--- src/rtl/arm_multicycle.sv ---
// Multicycle ARM subset core (ADD/SUB/AND/ORR, LDR/STR imm offset, B) with one shared memory port.
// Latency: DP 4, LDR 5, STR 4, B 3, condition-fail/illegal 2 cycles; +1 per memory wait cycle.
// Backpressure: FETCH/MEMRD/MEMWR hold mem_req and address/data stable until mem_ready.
// Ports: clk, reset (async active-low); mem_req/mem_we/mem_addr/mem_wdata out, mem_rdata/mem_ready in;
//        PC = current program counter; illegal = sticky unsupported-encoding flag.
module arm_multicycle #(
  parameter logic [31:0] RESET_PC = 32'h0000_0000,
  parameter int          ADDR_W   = 32
) (
  input  logic              clk,
  input  logic              reset,
  output logic              mem_req,
  output logic              mem_we,
  output logic [ADDR_W-1:0] mem_addr,
  output logic [31:0]       mem_wdata,
  input  logic [31:0]       mem_rdata,
  input  logic              mem_ready,
  output logic [31:0]       PC,
  output logic              illegal
);

  typedef enum logic [3:0] {
    FETCH, DECODE, EXECR, EXECI, ALUWB, MEMADR, MEMRD, MEMWB, MEMWR, BRANCH
  } state_t;

  state_t      state_q, state_d;
  logic [31:0] pc_q, pc_d, instr_q, instr_d;
  logic [31:0] a_q, a_d, b_q, b_d;      // Rn operand; Rm (DP reg form) or Rd (store data)
  logic [31:0] res_q, res_d;            // ALU result, then memory address, then load data
  logic [1:0]  cv_q, cv_d;              // adder carry/overflow captured in EXEC
  logic [3:0]  nzcv_q, nzcv_d;
  logic        illegal_q, illegal_d;
  logic [31:0] rf_q [16];               // entry 15 unused: R15 is the PC
  logic        rf_we;
  logic        req_c, we_c;
  logic [31:0] addr_c;

  // Instruction fields
  logic [3:0]  cond, opc, rn, rd;
  logic        i_bit, s_bit, u_bit, l_bit;
  logic        dp_ok, mem_ok, br_ok, legal;
  assign cond  = instr_q[31:28];
  assign i_bit = instr_q[25];
  assign opc   = instr_q[24:21];
  assign s_bit = instr_q[20];
  assign u_bit = instr_q[23];
  assign l_bit = instr_q[20];
  assign rn    = instr_q[19:16];
  assign rd    = instr_q[15:12];

  assign dp_ok  = (instr_q[27:26] == 2'b00)
                && (opc == 4'b0000 || opc == 4'b0010 || opc == 4'b0100 || opc == 4'b1100)
                && (i_bit ? (instr_q[11:8] == 4'd0) : (instr_q[11:4] == 8'd0));
  // Word, immediate offset, pre-indexed without writeback only
  assign mem_ok = (instr_q[27:26] == 2'b01) && !instr_q[25] && instr_q[24]
                && !instr_q[22] && !instr_q[21];
  assign br_ok  = (instr_q[27:24] == 4'b1010);
  assign legal  = (dp_ok || mem_ok || br_ok) && (cond != 4'hF);

  function automatic logic cond_pass(input logic [3:0] c, input logic [3:0] f);
    logic n, z, cf, v;
    {n, z, cf, v} = f;
    case (c)
      4'h0: cond_pass = z;
      4'h1: cond_pass = !z;
      4'h2: cond_pass = cf;
      4'h3: cond_pass = !cf;
      4'h4: cond_pass = n;
      4'h5: cond_pass = !n;
      4'h6: cond_pass = v;
      4'h7: cond_pass = !v;
      4'h8: cond_pass = cf && !z;
      4'h9: cond_pass = !cf || z;
      4'hA: cond_pass = (n == v);
      4'hB: cond_pass = (n != v);
      4'hC: cond_pass = !z && (n == v);
      4'hD: cond_pass = z || (n != v);
      4'hE: cond_pass = 1'b1;
      default: cond_pass = 1'b0;
    endcase
  endfunction

  // R15 reads see the fetched address + 8; pc_q already holds fetched + 4
  function automatic logic [31:0] rd_reg(input logic [3:0] idx, input logic [31:0] pc,
                                          input logic [31:0] val);
    rd_reg = (idx == 4'd15) ? pc + 32'd4 : val;
  endfunction

  // ALU
  logic [31:0] opb, opb_x, alu_res;
  logic [32:0] sum;
  logic        is_sub, ovf, is_logic;
  assign opb      = (state_q == EXECI) ? {24'd0, instr_q[7:0]} : b_q;
  assign is_sub   = (opc == 4'b0010);
  assign is_logic = (opc == 4'b0000) || (opc == 4'b1100);
  assign opb_x    = is_sub ? ~opb : opb;
  assign sum      = {1'b0, a_q} + {1'b0, opb_x} + {32'd0, is_sub};
  assign ovf      = (a_q[31] == opb_x[31]) && (sum[31] != a_q[31]);
  always_comb begin
    case (opc)
      4'b0000: alu_res = a_q & opb;
      4'b1100: alu_res = a_q | opb;
      default: alu_res = sum[31:0];
    endcase
  end

  always_comb begin
    state_d   = state_q;
    pc_d      = pc_q;
    instr_d   = instr_q;
    a_d       = a_q;
    b_d       = b_q;
    res_d     = res_q;
    cv_d      = cv_q;
    nzcv_d    = nzcv_q;
    illegal_d = illegal_q;
    rf_we     = 1'b0;
    req_c     = 1'b0;
    we_c      = 1'b0;
    addr_c    = pc_q;
    case (state_q)
      FETCH: begin
        req_c = 1'b1;
        if (mem_ready) begin
          instr_d = mem_rdata;
          pc_d    = pc_q + 32'd4;
          state_d = DECODE;
        end
      end
      DECODE: begin
        a_d = rd_reg(rn, pc_q, rf_q[rn]);
        b_d = (dp_ok && !i_bit) ? rd_reg(instr_q[3:0], pc_q, rf_q[instr_q[3:0]])
                                : rd_reg(rd, pc_q, rf_q[rd]);
        if (!legal) begin
          illegal_d = 1'b1;
          state_d   = FETCH;
        end else if (!cond_pass(cond, nzcv_q)) state_d = FETCH;
        else if (br_ok)  state_d = BRANCH;
        else if (mem_ok) state_d = MEMADR;
        else if (i_bit)  state_d = EXECI;
        else             state_d = EXECR;
      end
      EXECR, EXECI: begin
        res_d   = alu_res;
        cv_d    = {sum[32], ovf};
        state_d = ALUWB;
      end
      ALUWB: begin
        if (rd == 4'd15) pc_d = res_q;
        else             rf_we = 1'b1;
        if (s_bit) nzcv_d = {res_q[31], res_q == 32'd0, is_logic ? nzcv_q[1:0] : cv_q};
        state_d = FETCH;
      end
      MEMADR: begin
        res_d   = u_bit ? a_q + {20'd0, instr_q[11:0]} : a_q - {20'd0, instr_q[11:0]};
        state_d = l_bit ? MEMRD : MEMWR;
      end
      MEMRD: begin
        req_c  = 1'b1;
        addr_c = res_q;
        if (mem_ready) begin
          res_d   = mem_rdata;
          state_d = MEMWB;
        end
      end
      MEMWB: begin
        if (rd == 4'd15) pc_d = res_q;
        else             rf_we = 1'b1;
        state_d = FETCH;
      end
      MEMWR: begin
        req_c  = 1'b1;
        we_c   = 1'b1;
        addr_c = res_q;
        if (mem_ready) state_d = FETCH;
      end
      BRANCH: begin
        pc_d    = pc_q + 32'd4 + {{6{instr_q[23]}}, instr_q[23:0], 2'b00};
        state_d = FETCH;
      end
      default: state_d = FETCH;
    endcase
  end

  always_ff @(posedge clk or negedge reset) begin
    if (!reset) begin
      state_q   <= FETCH;
      pc_q      <= RESET_PC;
      instr_q   <= '0;
      a_q       <= '0;
      b_q       <= '0;
      res_q     <= '0;
      cv_q      <= '0;
      nzcv_q    <= '0;
      illegal_q <= 1'b0;
    end else begin
      state_q   <= state_d;
      pc_q      <= pc_d;
      instr_q   <= instr_d;
      a_q       <= a_d;
      b_q       <= b_d;
      res_q     <= res_d;
      cv_q      <= cv_d;
      nzcv_q    <= nzcv_d;
      illegal_q <= illegal_d;
    end
  end

  always_ff @(posedge clk or negedge reset) begin
    if (!reset) begin
      for (int i = 0; i < 16; i++) rf_q[i] <= '0;
    end else if (rf_we) begin
      rf_q[rd] <= res_q;
    end
  end

  // Reset input gates the request so a pending access drops in the same cycle
  assign mem_req   = reset && req_c;
  assign mem_we    = reset && we_c;
  assign mem_addr  = addr_c[ADDR_W-1:0];
  assign mem_wdata = b_q;
  assign PC        = pc_q;
  assign illegal   = illegal_q;

endmodule

--- config.mk ---
export PLATFORM = sky130hd
export DESIGN_NAME = arm_multicycle
export DESIGN_NICKNAME = d
export VERILOG_FILES = /design/src/rtl/arm_multicycle.sv
export SDC_FILE = /design/constraint.sdc
export NUM_CORES = 2
export LEC_CHECK = 0
export ABC_AREA = 1
export CORE_UTILIZATION = 30
export DETAILED_ROUTE_END_ITERATION = 7
export SLEW_MARGIN = 20
export SYNTH_ARGS = -nofsm -noshare
export SYNTH_HDL_FRONTEND = slang
export SYNTH_SLANG_ARGS = --single-unit
--- constraint.sdc ---
create_clock -name clk -period 4.1 [get_ports clk]
set_clock_uncertainty 0.2 [all_clocks]
set_input_delay 0.82 -clock clk [delete_from_list [all_inputs] [get_ports clk]]
set_output_delay 0.82 -clock clk [all_outputs]
set_load 0.03 [all_outputs]
## Yosys cells after proc, flatten, opt, wreduce, memory -nomap -nowiden

Index checks and enable logic that the tools add are counted.

- Word-level logic and storage cells: 177
- Flip-flop bits (word level): 683
- Output and inout port bits: 99
- Bits of input ports: 35

- Reductions and logical operators: 49
- Order comparisons: 4
- Equality and inequality tests: 40
- Add/sub/neg operators: 6
- Muxes and demuxes: 44
- Bitwise logic cells: 8

Operators with widths:

| kind | number |
|---|---|
| 2-to-1 mux 32 bit | 18 |
| bitwise mux 512 bit | 1 |
| binary-select mux 32 bit (select 4 bit) | 3 |
| one-hot mux 32 bit (3 select lines) | 2 |
| demux 32 bit (select 4 bit) | 1 |
| one-hot mux 32 bit (2 select lines) | 1 |
| == test 4 bit, second input constant | 14 |
| == test 4 x 3 -> 1 bit, second input constant | 9 |
| adder 32 x 32 -> 33 bit | 1 |
| adder 33 x 1 -> 33 bit | 1 |
| adder 32 x 12 -> 32 bit | 1 |
| adder 32 x 3 -> 32 bit, second input constant | 1 |
| adder 32 bit | 1 |
| bitwise AND 32 bit | 1 |
| logical NOT 32 bit | 1 |
| NOT 32 bit | 1 |
| bitwise OR 32 bit | 1 |
| subtractor 32 x 12 -> 32 bit | 1 |
| 2-to-1 mux 4 bit | 7 |
| one-hot mux 4 bit (6 select lines) | 1 |
| == test 4 x 2 -> 1 bit, second input constant | 5 |
| logical NOT 4 bit | 4 |
| greater-or-equal comparator 5 bit, second input constant | 3 |
| NOT 4 -> 5 bit | 3 |
| 22 further kinds | 69 |

## Depth between registers and ports, before layout

- Word-level depth: 14
- Gate-level depth with buffers: 25
- Depth with buffers taken out: 25

## Worst setup path after synthesis

OpenSTA, ideal clock, no wires.

- Kind: flip-flop to flip-flop
- Start: register instr_q[1]
- End: register res_q[22]
- Required time: 3782 ps
- Stages on the path, launching flop included: 23
- Setup time: 118 ps
- Arrival time: 3718 ps
- Path buffers: 3
- Path slack: 64 ps
- Clock period less this slack: 4036 ps
- Cell sequence: dfrtp_1 > buf_2 > inv_1 > clkbuf_1 > buf_1 > ha_1 > nand3_1 > o21ai_0 > o21ai_0 > ha_1 > nand2_1 > nor2_1 > nand2_1 > o21ai_0 > nand2_1 > nand2_1 > a21oi_1 > inv_1 > nand2_1 > nand3_1 > nand2_1 > a21oi_1 > nor2_1

- Longest elaborated chain between the ends: 7
- Elaborated cells on any way between the ends: 10
- Those cells by class: add/sub: 4; mux: 5; bitwise: 1

Ends and longest elaborated chain:

| item | RTL line | source |
|---|---|---|
| start: declaration | 27 | `logic [31:0] pc_q, pc_d, instr_q, instr_d;` |
| start signal: assignment | 199 | `instr_q <= instr_d;` |
| 2-to-1 mux 32 bit | 93 | `assign opb = (state_q == EXECI) ? {24'd0, instr_q[7:0]} : b_q;` |
| NOT 32 bit | 96 | `assign opb_x = is_sub ? ~opb : opb;` |
| 2-to-1 mux 32 bit | 96 |  |
| adder 32 x 32 -> 33 bit | 97 | `assign sum = {1'b0, a_q} + {1'b0, opb_x} + {32'd0, is_sub};` |
| adder 33 x 1 -> 33 bit | 97 |  |
| one-hot mux 32 bit (2 select lines) | 100 | `case (opc)` |
| one-hot mux 32 bit (3 select lines) (*) | 121 | `case (state_q)` |
| end signal: assignment | 202 | `res_q <= res_d;` |
| end: declaration | 29 | `logic [31:0] res_q, res_d;` |

Every way passes the cells marked *; elsewhere a longest branch is shown, timed or not.
A chain may end at the register's enable or synchronous reset.

## Worst setup path after layout

- Start: register state_q[0]
- End: output mem_addr[8]

- Longest elaborated chain between the ends: 3
- Elaborated cells on any way between the ends: 4
- Those cells by class: eq/ne: 2; mux: 1; reduce/logical: 1

Ends and longest elaborated chain:

| item | RTL line | source |
|---|---|---|
| start: declaration | 26 | `state_t state_q, state_d;` |
| start signal: assignment | 197 | `state_q <= state_d;` |
| == test 4 bit / == test 4 x 3 -> 1 bit (equally long branches) | 121 |  |
| OR reduction 2 bit (no source line) (*) | -- |  |
| 2-to-1 mux 32 bit (*) | 121 |  |
| end: declaration | 14 | `output logic [ADDR_W-1:0] mem_addr,` |

Marks and branches as above.

==> impl_metrics.json <==
{
  "synth.distinct_cells": 62,
  "slew_headroom_pct": 21.96,
  "area_growth_pct": 16.73,
  "fp-row-count": 144,
  "track_usage_pct": 29.54,
  "num-fill-cells": 16308,
  "cts.sinks": 683,
  "synth_edf_count": 0,
  "fin_crit_sh_pct": 98.67,
  "yosysWarningCount": 0,
  "synth_top_area_cell": "dfrtp_1",
  "synth-xor-area-share_pct": 1.468,
  "ant_nets": 0,
  "arrival_ns": 3.03,
  "finalSetupViolCount": 0,
  "yosys.area_share.simple_pct": 18.61,
  "synth_adder_area_share_pct": 2.684,
  "cts_tree": "done",
  "power_uw": 51650,
  "dr.first_iter.drc_count": 8316,
  "synth_top_family_by_area": "compound AO/OA/AOI/OAI gates",
  "wirelength_mm": 238.9,
  "yosysMostFrequentCell": "o21ai_0",
  "max_stage_delay_ns": 0.77,
  "grt_pass1_wl_mm": 343.2,
  "yosys.area.top_type_share_pct": 36.74,
  "outcome": "finished, final reports clean",
  "avgSynthCellArea_um2": 6.892,
  "place_hpwl_mm": 161.6,
  "portBuffers": 133,
  "vias_per_cell": 5.946,
  "drive_above_1_share_pct": 8.162,
  "overflow": 0,
  "dieArea_um2": 156700,
  "report.final.slew_viol_count": 0,
  "clk_pin_slew_worst_paths_ns": 0.06,
  "hold_path_class": "reg2reg",
  "grt_pass1_vias": 48890,
  "hold_violations": 0,
  "rsz0062_at_grt": "no",
  "synthCells": 6750,
  "irDropWorstVdd_uv": 663.3,
  "grt_start_max_net_pins": 159,
  "ys_top_cells_by_count": "o21ai_0, nand2_1, a21oi_1",
  "cts_root_buf": "clkbuf_16",
  "nets": 6869,
  "vias": 52602,
  "post-route-util_pct": 35.25,
  "post-route-min-period_ns": 4.046,
  "core_area_um2": 154000,
  "required_ns": 3.08,
  "layout.cells.non_filler": 8847,
  "wl_per_cell_um": 27.00,
  "clk_latency_ns": 0.71,
  "yosysSeqAreaShare_pct": 36.74,
  "p_per_area_nw_per_um2": 951.2,
  "cp_cell_sequence": "nor2_1, nand3_1, nand2_4, nand2_1, o21ai_1, clkdlybuf4s50_1",
  "post_cts_buffers": 0,
  "io_pins": 134,
  "worst-path-max-fanout": 21,
  "cp-end-kind": "primary output",
  "synth-seq-cells": 683,
  "crit_slowest_cell": "clkdlybuf4s50_1",
  "fmax_mhz": 247.2,
  "dp_cells": 8695,
  "synth_area_leaders": "dfrtp_1, o21ai_0, nand2_1",
  "antenna_found_initial": 19,
  "synthFlopType": "dfrtp_1",
  "start_util_pct": 30.20,
  "drc_errors": 0,
  "h-tree-depth": 3,
  "critical_path_class": "reg2out",
  "die_w_um": 395.8,
  "worst_pin_slew_ns": 1.158,
  "cellLeakagePower_uw": 0.02299,
  "max_cap_violations": 0,
  "die_y_um": 395.8,
  "syn-cell-area_um2": 46520,
  "numCtsBuffers": 82,
  "async_flop_share_pct": 100.0,
  "synthMuxAreaShare_pct": 0.1210,
  "drt_pass1_iterations": 6,
  "synth-compound-area-share_pct": 31.10,
  "clockBufferDepth": 3,
  "syn_nets": 6883,
  "cp-start-kind": "register",
  "routabilityCongestion": 1.061
}
==> logic make-up (layout without fill, tap and decap cells) <==
logic type / Yosys count / after routing
compound gates: 2673 / 2673
simple gates: 2098 / 2098
buf+inv: 1115 / 1165
flops: 683 / 683
fa+ha+maj: 98 / 98
xor+xnor: 78 / 78
mux: 5 / 5
other cells: 0 / 3
==> state kept, by name, summed over array words and instances (netlist names) <==
| register | cells |
|---|---|
| cv_q | 2 |
| illegal | 1 |
| PC | 32 |
| res_q | 32 |
| nzcv_q | 4 |
| rf_q | 512 |
| state_q | 4 |
| instr_q | 32 |
| mem_wdata | 32 |
| a_q | 32 |
==> timing repair <==
item,CTS,global route
gates resized for setup,6,14
pin swaps,0,0
endpoints found under the hold margin,24,0
endpoints found under the setup margin,7,14
hold buffers,1,0
==> worst max-delay path, delay by kind of cell, from the launching register on <==
| kind | cells | cell delay, ns |
|---|---|---|
| and+or+nand+nor | 4 | 0.83 |
| buffers and inverters | 1 | 0.77 |
| DFF | 1 | 0.44 |
| AOI/OAI and AO/OA | 1 | 0.28 |
==> cells in the final DEF, fill, tap and decap left out, drive strengths merged, types with 15 or more instances in the layout <==
cell type,n
clkdlybuf4s50,110
a21oi,788
clkbuf,112
ha,95
nor2,347
o21ai,1441
a32oi,17
o22ai,33
dfrtp,683
nand3,307
o21bai,15
buf,302
nand2,1315
a221oi,26
o221ai,22
clkinv,20
nand4,45
xor2,58
a22oi,107
nor3,49
xnor2,20
o211ai,58
inv,604
a31oi,91
==> layer usage <==
metal / vias up / share of wire (%) / GRT usage [%]
li1: 23102 / - / -
met1: 24883 / 38 / 37.33
met2: 3663 / 42 / 44.08
met3: 934 / 13 / 8.310
met4: 20 / 7.3 / 18.88
met5: - / 0.061 / 0
==> worst paths after layout <==
path                       startpoint           to  slack [ns]  cells after the start
max in group asynchronous       reset    rf_q[284]        1.47                      4
max reg2reg                     PC[2]       PC[28]        0.19                     19
min reg2reg                  rf_q[30]     rf_q[30]        0.17                      0
max                        state_q[0]  mem_addr[8]        0.05                      6
min in group asynchronous       reset    res_q[20]        0.41                      2
min                          rf_q[30]     rf_q[30]        0.17                      0
==> final cells by class <==
class                      count  area [um^2]  area share, %
multi-input combinational   4952        25310          46.62
sequential                   683        17110          31.51
timing repair buffer         414         4170          7.680
tap                         2044         2557          4.710
clock buffer                 111         2311          4.256
inverter                     603         2281          4.200
clock inverter                37        551.8          1.016
antenna                        3        7.507        0.01382
==> where the power goes <==
| part | internal [uW] | total (uW) | switching, uW |
|---|---|---|---|
| logic | 9540 | 32200 | 22700 |
| clock network | 4720 | 8040 | 3320 |
| registers | 8680 | 11400 | 2730 |
==> stage by stage <==
stage / TNS, ns / instance area [um^2] / hold slack [ns] / worst slack (ns)
global placement: -0.006280 / 51350 / 0.1655 / -0.006280
global route: 0 / 54290 / 0.1848 / 0.002474
CTS: 0 / 54260 / 0.1777 / 0.01294
floorplan: 0 / 46520 / 0.2290 / 0.06390
detailed placement: 0 / 51380 / 0.1656 / 0.01209
finish: 0 / 54300 / 0.1740 / 0.05447
(Power assumes the default switching activity.)
